===== src/rtl/pim_tile_dispatcher_if.sv =====
// Dispatcher bus bundle: launch control, shared-memory read port and PIM local-memory write port.
interface pim_tile_dispatcher_if #(
    parameter int unsigned NUM_OF_PIM_UNITS = 4,
    parameter int unsigned WIDTH            = 32,
    parameter int unsigned LEN              = 10
);
    logic                        start;
    logic [LEN-1:0]              a_base;
    logic [LEN-1:0]              b_base;
    logic                        busy;
    logic                        done;
    logic                        mem_rd;
    logic [LEN-1:0]              mem_addr;
    logic                        mem_gnt;
    logic [WIDTH-1:0]            mem_rdata;
    logic [NUM_OF_PIM_UNITS-1:0] pim_we;
    logic [LEN-1:0]              pim_waddr;
    logic [WIDTH-1:0]            pim_wdata;

    modport master (
        input  start, a_base, b_base, mem_gnt, mem_rdata,
        output busy, done, mem_rd, mem_addr, pim_we, pim_waddr, pim_wdata
    );

    modport slave (
        output start, a_base, b_base, mem_gnt, mem_rdata,
        input  busy, done, mem_rd, mem_addr, pim_we, pim_waddr, pim_wdata
    );
endinterface


===== src/rtl/pim_tile_dispatcher.sv =====
// Streams A then B out of shared memory row-major and broadcasts each word to the
// PIM units whose C tile needs it (A row-strips by tile row, B column-strips by tile column).
module pim_tile_dispatcher #(
    parameter int unsigned NUM_OF_PIM_UNITS = 4,
    parameter int unsigned MATRIX_SIZE      = 8,
    parameter int unsigned CHUNK_SIZE       = 4,
    parameter int unsigned WIDTH            = 32,
    parameter int unsigned LEN              = 10,
    parameter int unsigned B_LOCAL_OFFSET   = 32
) (
    input  logic                  clk,
    input  logic                  rst,
    pim_tile_dispatcher_if.master bus
);
    localparam int unsigned GRID = MATRIX_SIZE / CHUNK_SIZE;
    localparam int unsigned IW   = (MATRIX_SIZE > 1) ? $clog2(MATRIX_SIZE) : 1;
    localparam logic [IW-1:0] LAST_IDX = IW'(MATRIX_SIZE - 1);

    typedef enum logic [2:0] {
        IDLE  = 3'd0,
        RD_A  = 3'd1,
        RD_B  = 3'd2,
        DRAIN = 3'd3,
        DONE  = 3'd4
    } state_t;

    state_t                      state_q;
    state_t                      state_d;
    logic [IW-1:0]               row_q;
    logic [IW-1:0]               col_q;
    logic [LEN-1:0]              b_base_q;
    logic                        accept_c;
    logic                        last_c;
    logic                        is_b_c;
    int unsigned                 row_i;
    int unsigned                 col_i;
    logic [NUM_OF_PIM_UNITS-1:0] we_c;
    logic [LEN-1:0]              waddr_c;

    assign accept_c = bus.mem_rd & bus.mem_gnt;
    assign last_c   = (row_q == LAST_IDX) && (col_q == LAST_IDX);
    assign is_b_c   = (state_q == RD_B);
    assign row_i    = 32'(row_q);
    assign col_i    = 32'(col_q);

    // Read data is passed straight through; only enable and address are registered.
    assign bus.pim_wdata = bus.mem_rdata;

    always_ff @(posedge clk) begin
        if (rst) begin
            state_q <= IDLE;
        end else begin
            state_q <= state_d;
        end
    end

    // Return latency is fixed at one cycle, so DRAIN only covers the last write-back.
    always_comb begin
        state_d = state_q;
        case (state_q)
            IDLE:    if (bus.start) state_d = RD_A;
            RD_A:    if (accept_c && last_c) state_d = RD_B;
            RD_B:    if (accept_c && last_c) state_d = DRAIN;
            DRAIN:   state_d = DONE;
            DONE:    state_d = IDLE;
            default: state_d = IDLE;
        endcase
    end

    // Unit u = rb*GRID+cb takes A rows of strip rb and B columns of strip cb.
    for (genvar gu = 0; gu < NUM_OF_PIM_UNITS; gu++) begin : g_we
        assign we_c[gu] = is_b_c ? ((gu % GRID) == (col_i / CHUNK_SIZE))
                                 : ((gu / GRID) == (row_i / CHUNK_SIZE));
    end

    assign waddr_c = is_b_c
        ? LEN'(B_LOCAL_OFFSET + row_i * CHUNK_SIZE + (col_i % CHUNK_SIZE))
        : LEN'((row_i % CHUNK_SIZE) * MATRIX_SIZE + col_i);

    always_ff @(posedge clk) begin
        if (rst) begin
            row_q         <= '0;
            col_q         <= '0;
            b_base_q      <= '0;
            bus.busy      <= 1'b0;
            bus.done      <= 1'b0;
            bus.mem_rd    <= 1'b0;
            bus.mem_addr  <= '0;
            bus.pim_we    <= '0;
            bus.pim_waddr <= '0;
        end else begin
            bus.busy   <= (state_d != IDLE);
            bus.done   <= (state_d == DONE);
            bus.mem_rd <= (state_d == RD_A) || (state_d == RD_B);
            bus.pim_we <= accept_c ? we_c : '0;

            if (state_q == IDLE && bus.start) begin
                bus.mem_addr <= bus.a_base;
                b_base_q     <= bus.b_base;
                row_q        <= '0;
                col_q        <= '0;
            end else if (accept_c) begin
                bus.pim_waddr <= waddr_c;
                // Elements are contiguous, so the address just increments (wrapping at 2^LEN).
                bus.mem_addr  <= (last_c && !is_b_c) ? b_base_q : bus.mem_addr + LEN'(1);
                if (col_q == LAST_IDX) begin
                    col_q <= '0;
                    row_q <= (row_q == LAST_IDX) ? '0 : row_q + IW'(1);
                end else begin
                    col_q <= col_q + IW'(1);
                end
            end
        end
    end
endmodule


===== src/flat_wrapper.sv =====
// flat-port wrapper written by rule: the top's interface ports become plain ports
module pim_tile_dispatcher_flat 
#(
    parameter int unsigned NUM_OF_PIM_UNITS = 4,
    parameter int unsigned MATRIX_SIZE      = 8,
    parameter int unsigned CHUNK_SIZE       = 4,
    parameter int unsigned WIDTH            = 32,
    parameter int unsigned LEN              = 10,
    parameter int unsigned B_LOCAL_OFFSET   = 32
)
  (clk, rst, bus_start, bus_a_base, bus_b_base, bus_mem_gnt, bus_mem_rdata, bus_busy, bus_done, bus_mem_rd, bus_mem_addr, bus_pim_we, bus_pim_waddr, bus_pim_wdata);
  pim_tile_dispatcher_if #(.NUM_OF_PIM_UNITS(NUM_OF_PIM_UNITS), .WIDTH(WIDTH), .LEN(LEN)) bus_i ();
  input  logic clk;
  input  logic rst;
  input wire logic [$bits(bus_i.start)-1:0] bus_start;
  input wire logic [$bits(bus_i.a_base)-1:0] bus_a_base;
  input wire logic [$bits(bus_i.b_base)-1:0] bus_b_base;
  input wire logic [$bits(bus_i.mem_gnt)-1:0] bus_mem_gnt;
  input wire logic [$bits(bus_i.mem_rdata)-1:0] bus_mem_rdata;
  output wire logic [$bits(bus_i.busy)-1:0] bus_busy;
  output wire logic [$bits(bus_i.done)-1:0] bus_done;
  output wire logic [$bits(bus_i.mem_rd)-1:0] bus_mem_rd;
  output wire logic [$bits(bus_i.mem_addr)-1:0] bus_mem_addr;
  output wire logic [$bits(bus_i.pim_we)-1:0] bus_pim_we;
  output wire logic [$bits(bus_i.pim_waddr)-1:0] bus_pim_waddr;
  output wire logic [$bits(bus_i.pim_wdata)-1:0] bus_pim_wdata;
  assign bus_i.start = bus_start;
  assign bus_i.a_base = bus_a_base;
  assign bus_i.b_base = bus_b_base;
  assign bus_i.mem_gnt = bus_mem_gnt;
  assign bus_i.mem_rdata = bus_mem_rdata;
  assign bus_busy = bus_i.busy;
  assign bus_done = bus_i.done;
  assign bus_mem_rd = bus_i.mem_rd;
  assign bus_mem_addr = bus_i.mem_addr;
  assign bus_pim_we = bus_i.pim_we;
  assign bus_pim_waddr = bus_i.pim_waddr;
  assign bus_pim_wdata = bus_i.pim_wdata;
  pim_tile_dispatcher #(.NUM_OF_PIM_UNITS(NUM_OF_PIM_UNITS), .MATRIX_SIZE(MATRIX_SIZE), .CHUNK_SIZE(CHUNK_SIZE), .WIDTH(WIDTH), .LEN(LEN), .B_LOCAL_OFFSET(B_LOCAL_OFFSET)) u_core (.clk(clk), .rst(rst), .bus(bus_i));
endmodule

===== config.mk =====
export PLATFORM = sky130hd
export DESIGN_NAME = pim_tile_dispatcher_flat
export DESIGN_NICKNAME = d
export VERILOG_FILES = /design/src/rtl/pim_tile_dispatcher_if.sv /design/src/rtl/pim_tile_dispatcher.sv /design/src/flat_wrapper.sv
export SDC_FILE = /design/constraint.sdc
export NUM_CORES = 1
export LEC_CHECK = 0
export ABC_AREA = 1
export CAP_MARGIN = 20
export CORE_MARGIN = 10
export CORE_UTILIZATION = 40
export CTS_CLUSTER_SIZE = 10
export DETAILED_ROUTE_END_ITERATION = 10
export HOLD_SLACK_MARGIN = 0.06
export PLACE_DENSITY = 0.78
export SETUP_SLACK_MARGIN = 0.2
export SYNTH_ARGS = -nofsm -noshare
export SYNTH_HDL_FRONTEND = slang
export SYNTH_SLANG_ARGS = --single-unit

===== constraint.sdc =====
create_clock -name clk -period 2 [get_ports clk]
set_input_delay 0.4 -clock clk [delete_from_list [all_inputs] [get_ports clk]]
set_output_delay 0.4 -clock clk [all_outputs]
set_load 0.02 [all_outputs]

==> impl_metrics.csv <==
group,metric,value,unit
pwr,p_leak,1.20,nW
cts,root_buffer,"clkbuf_8",
sta,tns,0,ns
sta,slew_viol_final,0,
cts,cts_buffers,5,
sta,skew,0.00920,ns
sta,rsz0062_at_grt,"true",
drt,drcViolationCount,0,
layout,antenna_cells,0,
setup_path,critPathLaunchType,"flop",
floorplan,num_rows,27,
grt,grt_pass1_vias,2008,
placed_design,numPortBuffers,46,
logic_synthesis,yosysTopAreaCell,"dfxtp_1",
logic_synthesis,ys_warn_count,0,
logic_synthesis,synth_area_leaders,"dfxtp_1 (37%), buf_4 (13%), nand2_1 (10%)",
setup_path,cpLargestDelayFamily,"buffers and inverters",
setup_path,slowest_delay,0.64,ns
logic_synthesis,netlist_instances,323,
setup_path,cp_max_fo,5,
floorplan,core_area,5510,µm²
floorplan,pin_count,115,
drt,via_per_inst,4.79,
sta,fmax,575,MHz
setup_path,crit_arrival,1.34,ns
cts,cts.sinks,42,
logic_synthesis,ys_seq_elements,42,
drt,firstDrtPassIters,4,
grt,grt_overflow,0,
layout,num-nets-final,404,
min_path,hold_start,"u_core.b_base_q[7]",
setup_path,critical_path.startpoint,"u_core.bus.mem_addr[0]",
placed_design,post_dp_cell_area,2570,µm²
pwr,power.density,660,nW/µm²
drt,drtIter0Drc,109,
flow_run,cap_violations,0,
cts,cts_max_path_buffers,2,
drt,ant_nets,0,
floorplan,die-width,95.3,µm
sta,finalSetupViolations,0,
layout,nFillCells,531,
cts,htreeDepth,2,
logic_synthesis,synth_enable_flop_cells,0,
grt,antenna_found_initial,0,
setup_path,worstReg2RegStart,"u_core.col_q[0]",
cts,postCtsSetupBuffers,0,
setup_path,path_class,"reg2out",
layout,fin_area,2670,µm²
drt,wl_per_cell,13.1,µm
cts,cts.clk_slew.worst_paths,0.08,ns
layout,area_delta_synth_final,17.8,%
grt,grtUsageTotal,12.1,%
logic_synthesis,syn_area,2270,µm²
floorplan,fp.dieH,95.3,µm
sta,fin_crit_sh,87.0,%
layout,drive_above_1_share,7.56,%
setup_path,required,1.60,ns
cts,cts_tree,"built",
setup_path,worst-path-buf-inv,1,
drt,routed_wl,5430,µm
setup_path,cp_slowest_cell,"clkdlybuf4s50_1",
logic_synthesis,ys_types,28,
logic_synthesis,synthFlopType,"dfxtp_1",
floorplan,die_area,9080,µm²
placed_design,place_hpwl,4140,µm
logic_synthesis,ys_seq_area_share,37.1,%
sta,hold_viol_final,0,
pwr,max-vdd-ir-drop,0.000429,V
setup_path,path_cells,"clkdlybuf4s50_1",
logic_synthesis,syn_area_per_cell,7.02,µm²
logic_synthesis,synthArstFlopShare,0,%
setup_path,end_kind,"output pin",
logic_synthesis,synth_top_area_share,37.1,%
drt,num_vias,1993,
min_path,min-delay-path-class,"reg2reg",
floorplan,initial_core_util,41.2,%
pwr,finalPower,0.00176,W
cts,insertion_delay,0.29,ns
sta,period_needed,1.74,ns
grt,grt_pass1_wl,9030,µm
placed_design,gp_congestion,0.824,
status,outcome,"completed",
grt,grt_max_degree,20,
==> cell usage after synthesis, drive strengths merged, types with 4 or more instances <==
cell type / number
nand2: 67
ha: 5
buf: 42
a21oi: 26
inv: 39
o211ai: 4
o21ai: 29
nor2: 35
nand3: 16
dfxtp: 42
==> cells in the final DEF (no fill, tap or decap), drive strengths merged <==
cell and count:
nand2 67, clkdlybuf4s50 43, dfxtp 42, inv 39, nor2 35, o21ai 29, a21oi 26, nand3 16
buf 8, clkbuf 7, ha 5, o211ai 4, conb 4, dlymetal6s2s 3, clkinv 3, nor4 2
a31oi 2, a211oi 2, nand4 2, or2 1, o21a 1, xor2 1, nand3b 1, o2111ai 1
==> layout make-up <==
cell class / instances / area, µm² / share of cell area (%)
Clock buffer: 7 / 86.3 / 3.23
Tap cell: 72 / 90.1 / 3.37
Sequential cell: 42 / 842 / 31.5
Inverter: 41 / 154 / 5.76
Multi-Input combinational cell: 199 / 965 / 36.1
Timing Repair Buffer: 54 / 528 / 19.8
Clock inverter: 1 / 5.00 / 0.187
==> registers in the layout, indices dropped and copies added, names as in the netlist <==
name / count
u_core.row_q: 3
u_core.bus.pim_we: 4
u_core.bus.done: 1
u_core.bus.busy: 1
u_core.state_q: 3
u_core.bus.mem_addr: 10
u_core.bus.mem_rd: 1
u_core.bus.pim_waddr: 6
u_core.col_q: 3
u_core.b_base_q: 10
==> metrics by stage <==
stage	instances	setup slack [ns]	util, %	hold slack (ns)
CTS	416	0.219	48.3	0.464
global route	416	0.192	48.5	0.487
detailed placement	408	0.0981	46.6	0.452
floorplan	326	0.516	-	0.431
finish	416	0.260	48.5	0.458
global placement	408	0.150	46.6	0.439
==> logic make-up after synthesis <==
group                    Yosys count  synth area share, %
adder cells (fa/ha/maj)            5                 2.76
other                              1                0.165
buffers and inverters             85                 21.0
flip-flops                        42                 37.1
XOR/XNOR                           1                0.386
AO/OA/AOI/OAI                     65                 15.4
AND/OR/NAND/NOR                  124                 23.2
==> routing by layer <==
layer,vias up,wire [µm],global-route usage [%]
met5,-,0,0
met1,878,2290,13.2
met2,65,2580,20.9
li1,1029,-,-
met3,21,413,4.08
met4,0,142,5.36
==> power breakdown <==
group          internal [W]  switching (W)  total (W)
Sequential         0.000875      0.0000285   0.000904
Clock              0.000279       0.000282   0.000560
Combinational      0.000136       0.000162   0.000298
Total               0.00129       0.000472    0.00176
==> worst paths after layout <==
| path | slack [ns] | depth (start not counted) | endpoint |
|---|---|---|---|
| setup / recovery | 0.26 | 1 | bus_mem_addr[0] |
| hold / removal | 0.46 | 2 | u_core.b_base_q[7] |
| setup reg to reg | 0.38 | 9 | u_core.bus.mem_addr[3] |
| hold reg to reg | 0.46 | 2 | u_core.b_base_q[7] |
==> what timing repair did <==
| item | 4_1_cts | 5_1_grt |
|---|---|---|
| hold buffers | 0 | 0 |
| hold endpoints to repair | 0 | 0 |
| setup endpoints to repair | 0 | 8 |
| resized for setup | 0 | 5 |
No activity file was read; power rests on OpenSTA's default activity.
